--- config.mk ---
export PLATFORM = sky130hd
export DESIGN_NAME = aes_key_sched_ctrl
export DESIGN_NICKNAME = d
export VERILOG_FILES = /design/src/rtl/aes_key_sched_ctrl.sv
export SDC_FILE = /design/constraint.sdc
export NUM_CORES = 1
export LEC_CHECK = 0
export ABC_AREA = 1
export CAP_MARGIN = 40
export CORE_ASPECT_RATIO = 1.2
export CORE_UTILIZATION = 44
export CTS_CLUSTER_SIZE = 25
export DETAILED_ROUTE_END_ITERATION = 7
export PLACE_DENSITY_LB_ADDON = 0.2
export SETUP_SLACK_MARGIN = 0.05
export SYNTH_ARGS = -nofsm -noshare
export SYNTH_HDL_FRONTEND = slang
export SYNTH_SLANG_ARGS = --single-unit
--- constraint.sdc ---
create_clock -name clk -period 2.4 [get_ports clk]
set_clock_uncertainty 0.05 [all_clocks]
set_input_delay 0.48 -clock clk [delete_from_list [all_inputs] [get_ports clk]]
set_output_delay 0.48 -clock clk [all_outputs]
set_load 0.05 [all_outputs]
--- src/rtl/aes_key_sched_ctrl.sv ---
// rtl/aes_key_sched_ctrl.sv - AES-128 key expansion sequencer; optional round-key store under AES_KEY_STORE_EN
module aes_key_sched_ctrl #(
    parameter int NUM_RND = 10
) (
    input  logic         clk,
    input  logic         nrst,
    input  logic         start,
    input  logic         abort,
    input  logic [127:0] key_i,
    output logic         busy,
    output logic         done,
    output logic         sbox_req,
    input  logic         sbox_gnt,
    output logic [31:0]  sbox_word_o,
    input  logic         sbox_vld,
    input  logic [31:0]  sbox_word_i,
    output logic [7:0]   rcon_o,
    output logic         rk_valid,
    input  logic         rk_ready,
    output logic [127:0] rk_o,
    output logic [3:0]   rk_idx
`ifdef AES_KEY_STORE_EN
    ,
    input  logic [3:0]   rk_rd_idx,
    output logic [127:0] rk_rd_data,
    output logic         store_full
`endif
);

    localparam logic [3:0] LAST_IDX = 4'(NUM_RND);

    typedef enum logic [1:0] {
        ST_IDLE,
        ST_OUT,
        ST_REQ,
        ST_WAIT
    } state_t;

    state_t       state_q, state_d;
    logic [127:0] key_q, key_d;
    logic [3:0]   idx_q, idx_d;
    logic [7:0]   rcon_q, rcon_d;
    logic         done_q, done_d;

    logic [31:0]  w0, w1, w2, w3;
    logic [31:0]  nw0, nw1, nw2, nw3;
    logic         rk_hs;

    assign {w0, w1, w2, w3} = key_q;

    // Next round key chain: each new word folds in the one just produced
    assign nw0 = w0 ^ sbox_word_i ^ {rcon_q, 24'h0};
    assign nw1 = w1 ^ nw0;
    assign nw2 = w2 ^ nw1;
    assign nw3 = w3 ^ nw2;

    // A handshake cancelled by abort does not count as delivery
    assign rk_hs = (state_q == ST_OUT) && rk_ready && !abort;

    // State and datapath registers, cleared asynchronously
    always_ff @(posedge clk or negedge nrst) begin
        if (!nrst) begin
            state_q <= ST_IDLE;
            key_q   <= '0;
            idx_q   <= '0;
            rcon_q  <= 8'h01;
            done_q  <= 1'b0;
        end else begin
            state_q <= state_d;
            key_q   <= key_d;
            idx_q   <= idx_d;
            rcon_q  <= rcon_d;
            done_q  <= done_d;
        end
    end

    // Sequencing: abort overrides every transition
    always_comb begin
        state_d = state_q;
        key_d   = key_q;
        idx_d   = idx_q;
        rcon_d  = rcon_q;
        done_d  = 1'b0;
        if (abort) begin
            state_d = ST_IDLE;
        end else begin
            case (state_q)
                ST_IDLE: begin
                    if (start) begin
                        key_d   = key_i;
                        idx_d   = 4'd0;
                        rcon_d  = 8'h01;
                        state_d = ST_OUT;
                    end
                end
                ST_OUT: begin
                    if (rk_ready) begin
                        if (idx_q == LAST_IDX) begin
                            done_d  = 1'b1;
                            state_d = ST_IDLE;
                        end else begin
                            state_d = ST_REQ;
                        end
                    end
                end
                ST_REQ: begin
                    if (sbox_gnt) begin
                        state_d = ST_WAIT;
                    end
                end
                ST_WAIT: begin
                    if (sbox_vld) begin
                        key_d   = {nw0, nw1, nw2, nw3};
                        rcon_d  = {rcon_q[6:0], 1'b0} ^ (rcon_q[7] ? 8'h1b : 8'h00);
                        idx_d   = idx_q + 4'd1;
                        state_d = ST_OUT;
                    end
                end
                default: begin
                    state_d = ST_IDLE;
                end
            endcase
        end
    end

    assign busy        = (state_q != ST_IDLE);
    assign done        = done_q;
    assign sbox_req    = (state_q == ST_REQ);
    assign sbox_word_o = (state_q == ST_REQ) ? {w3[23:0], w3[31:24]} : 32'h0;
    assign rcon_o      = rcon_q;
    assign rk_valid    = (state_q == ST_OUT);
    assign rk_o        = key_q;
    assign rk_idx      = idx_q;

`ifdef AES_KEY_STORE_EN
    logic [127:0] store_q [NUM_RND+1];
    logic         store_full_q;

    // Capture every delivered round key; contents survive start and abort
    always_ff @(posedge clk or negedge nrst) begin
        if (!nrst) begin
            for (int i = 0; i <= NUM_RND; i++) begin
                store_q[i] <= '0;
            end
            store_full_q <= 1'b0;
        end else begin
            if (rk_hs) begin
                store_q[idx_q] <= key_q;
            end
            if (abort || ((state_q == ST_IDLE) && start)) begin
                store_full_q <= 1'b0;
            end else if (rk_hs && (idx_q == LAST_IDX)) begin
                store_full_q <= 1'b1;
            end
        end
    end

    assign rk_rd_data = (rk_rd_idx <= LAST_IDX) ? store_q[rk_rd_idx] : '0;
    assign store_full = store_full_q;
`endif

endmodule

==> qor.txt <==
Status: completed
Leak: 6.48 nW
Seq/Total Area, Yosys: 42.6%
DRC errors left: 0
WP data arrival: 1.74 ns
Data required, critical path: 1.87 ns
Total gr overflow: 0
Critical hold path startpoint: rk_o[38]$_DFFE_PN0P_
CP Depth: 1
Sum of negative setup slack: 0 ns
Fmax achieved: 0.440 GHz
Port bufs: 342
Initial Util: 44.7%
Number of synthesized flops with an enable pin: 0
Largest net degree at the start of global routing: 66
Reg2Reg Depth: 10
RSZ-0062 raised after global routing: yes
Dpl ws: 0.158 ns
Crit path launch type: flip-flop
Setup WS post-layout: 0.129 ns
Via count: 9,177
Final nets: 1,674
Clock latency on the worst-skew pair: 0.41 ns
Worst Max-Slew Pin Slew: 0.696 ns
Die H: 153 microns
Worst path cell trace: clkdlybuf4s50_1
Post-Route WL: 28,300 microns
Synth warn: 0
Vias in the first global route: 8,926
DP HPWL: 20,400 microns
Pre-antenna DRT Iters: 5
Dominant cell type by area after synthesis: dfrtp_1
Setup Crit Path Kind: reg2out
Initial antenna violation count: 1
Clk root buf: clkbuf_16
Worst setup EP type: output port
TritonCTS clock tree: done
Initial DRC count: 546
Synth Area in Adders: 1.04%
Reg-to-reg startpoint: state_q[0]$_DFFE_PN0P_
Reg clk slew, reported paths: 0.06 ns
First-pass GRT wire length: 45,000 microns
Flop-to-flop setup slack: 0.26 ns
Core Footprint: 18,800 sq um
Most common flop cell mapped by yosys: dfrtp_1
CTS buffer count: 17
Count of cell types in the netlist: 33
Die ar.: 19,600 sq um
CTS Buffer Depth: 2
Detail Route Antenna Nets: 0
Setup violations, final: 0
FF+latch count, synth: 143
GRT Overall Usage: 29.3%
WL per Instance: 16.0 microns
Synth Instances: 1,170
Setup bufs post-CTS: 0
Simple-Gate Fraction of Synth Area: 31.9%
Boundary Pins: 343
RD Place Congestion: 0.888
Tmin final: 2.27 ns
Worst r2r dst: rk_o[24]$_DFFE_PN0P_
Max-cap violations: 0
CP delay by family, top: buffers and inverters
Crit Path Max Fanout: 6
Synthesized net count: 1,344
Synth top area cells: dfrtp_1 42%, nand2_1 18%, inv_1 7.3%, nand3_1 6.0%, o22ai_1 2.7%
Slowest cell delay on critical path: 0.88 ns
Number of vias per cell: 5.18
Synth top area share: 42.3%
Worst slew margin: 53.6%
Layout area overhead: 56.0%
Share of layout cells above drive strength 1: 6.87%
Mux cell area share after synthesis: 0%
Final core occ: 69.7%
Syn avg cell area: 7.18 sq um
Final hold vios: 0
Worst hold slack: 0.479 ns
Fin. max-slew vios: 0
Buf/Inv on CP: 1
Worst Hold Depth: 2
Rows: 55
Die W: 128 microns
Clock tree sinks: 143
FILL cells: 1,530
Final period util: 94.6%
Power Dens Cells: 1290 nW/um^2
Hold Crit Class: reg2reg
Largest family of logic cells by synthesized area: simple AND/OR/NAND/NOR gates
Compound-Gate Fraction of Synth Area: 11.2%
Hold endpoint: rk_o[38]$_DFFE_PN0P_
FFs w/ async S/R, synth: 100%
H-tree Lvls: 4
Post-synthesis xor/xnor area fraction: 2.82%
Area of the mapped netlist: 8400 sq um
Maximum VDD drop: 0.857 mV
CP max-delay cell: clkdlybuf4s50_1
-- how the worst max path moves through the flow --
stage,start,to,slack [ns]
6_report,rk_idx[1]$_DFFE_PN0P_,rk_idx[1],0.13
5_1_grt,state_q[0]$_DFFE_PN0P_,sbox_word_o[28],0.05
4_1_cts,state_q[0]$_DFFE_PN0P_,sbox_word_o[28],0.08
3_5_place_dp,abort,rk_o[24]$_DFFE_PN0P_,0.16
3_3_place_gp,sbox_vld,rk_o[24]$_DFFE_PN0P_,0.19
2_1_floorplan,state_q[0]$_DFFE_PN0P_,sbox_word_o[1],0.15
-- where the power goes --
group	internal [mW]	leakage, nW	switching, mW
clock	1.56	0.272	1.06
combinational	3.33	4.51	6.44
sequential	3.38	1.70	1.10
total	8.27	6.48	8.61
-- flip-flops by register name (all words and copies together), names as in the netlist --
register / flops
state_q: 2
rk_idx: 4
done: 1
rcon_o: 8
rk_o: 128
-- cells by family (layout without fill, tap and decap cells) --
family          Yosys count  after routing
other cells               0              1
xor+xnor                 27             27
flops                   143            143
buf+inv                 220            563
simple gates            617            617
compound gates          156            156
fa+ha+maj                 7              7
-- synthesized netlist by cell type, types with 4 or more instances --
| cell | instances |
|---|---|
| nand2_1 | 408 |
| inv_1 | 164 |
| dfrtp_1 | 142 |
| nand3_1 | 100 |
| o21ai_0 | 41 |
| o22ai_1 | 36 |
| nand4_1 | 32 |
| nor2_1 | 32 |
| a21oi_1 | 31 |
| buf_2 | 28 |
| nand3b_1 | 24 |
| xor2_1 | 24 |
| a22oi_1 | 21 |
| clkbuf_1 | 18 |
| a221oi_1 | 10 |
| or2_2 | 8 |
| ha_1 | 7 |
| or2_0 | 7 |
| a31oi_1 | 6 |
| o21ai_1 | 5 |
| a211oi_1 | 4 |
| buf_4 | 4 |
-- cell type report --
class / count / area, sq um / area share, %
clock buffer: 19 / 443 / 3.38
inverter: 167 / 629 / 4.80
antenna: 1 / 2.50 / 0.0191
multi-input combinational: 807 / 3950 / 30.2
timing repair buffer: 364 / 4030 / 30.8
clock inverter: 13 / 139 / 1.06
sequential: 143 / 3580 / 27.3
tap: 256 / 320 / 2.45
-- stage by stage --
step | power (mW) | instances | instance area, sq um
2_1_floorplan | 10.8 | 1170 | 8400
3_3_place_gp | 14.1 | 1736 | 12500
3_5_place_dp | 14.2 | 1736 | 12500
4_1_cts | 16.9 | 1769 | 13100
5_1_grt | 17.9 | 1770 | 13100
6_report | 16.9 | 1770 | 13100
-- placed cells by master, fill, tap and decap left out, drive strengths merged --
master	count
nor2	34
a22oi	21
a21oi	31
xor2	24
a211oi	4
nand4	32
dlygate4sd2	2
diode	1
ha	7
inv	167
dlygate4sd3	1
buf	56
xnor2	3
bufinv	2
o21ai	46
dfstp	1
o221ai	2
o22ai	36
or2	16
clkinvlp	5
nor3b	1
nand2	409
a31oi	6
clkdlybuf4s50	305
clkbuf	19
a221oi	10
dfrtp	142
nand3	100
nor4b	1
clkinv	6
nand3b	24
-- timing repair --
action | CTS | global route
hold buffers | 1 | 0
pin swaps | 0 | 0
setup endpoints to repair | 4 | 2
gates resized for setup | 4 | 2
endpoints found under the hold margin | 46 | 0
-- routing by layer --
layer / up-vias / global-route usage [%] / share of wire (%)
met5: - / 0 / 0
met2: 361 / 52.4 / 51
met3: 56 / 5.64 / 6.6
li1: 4452 / - / -
met4: 0 / 13.2 / 3.4
met1: 4308 / 33.6 / 39
No activity file was read; power rests on OpenSTA's default activity.
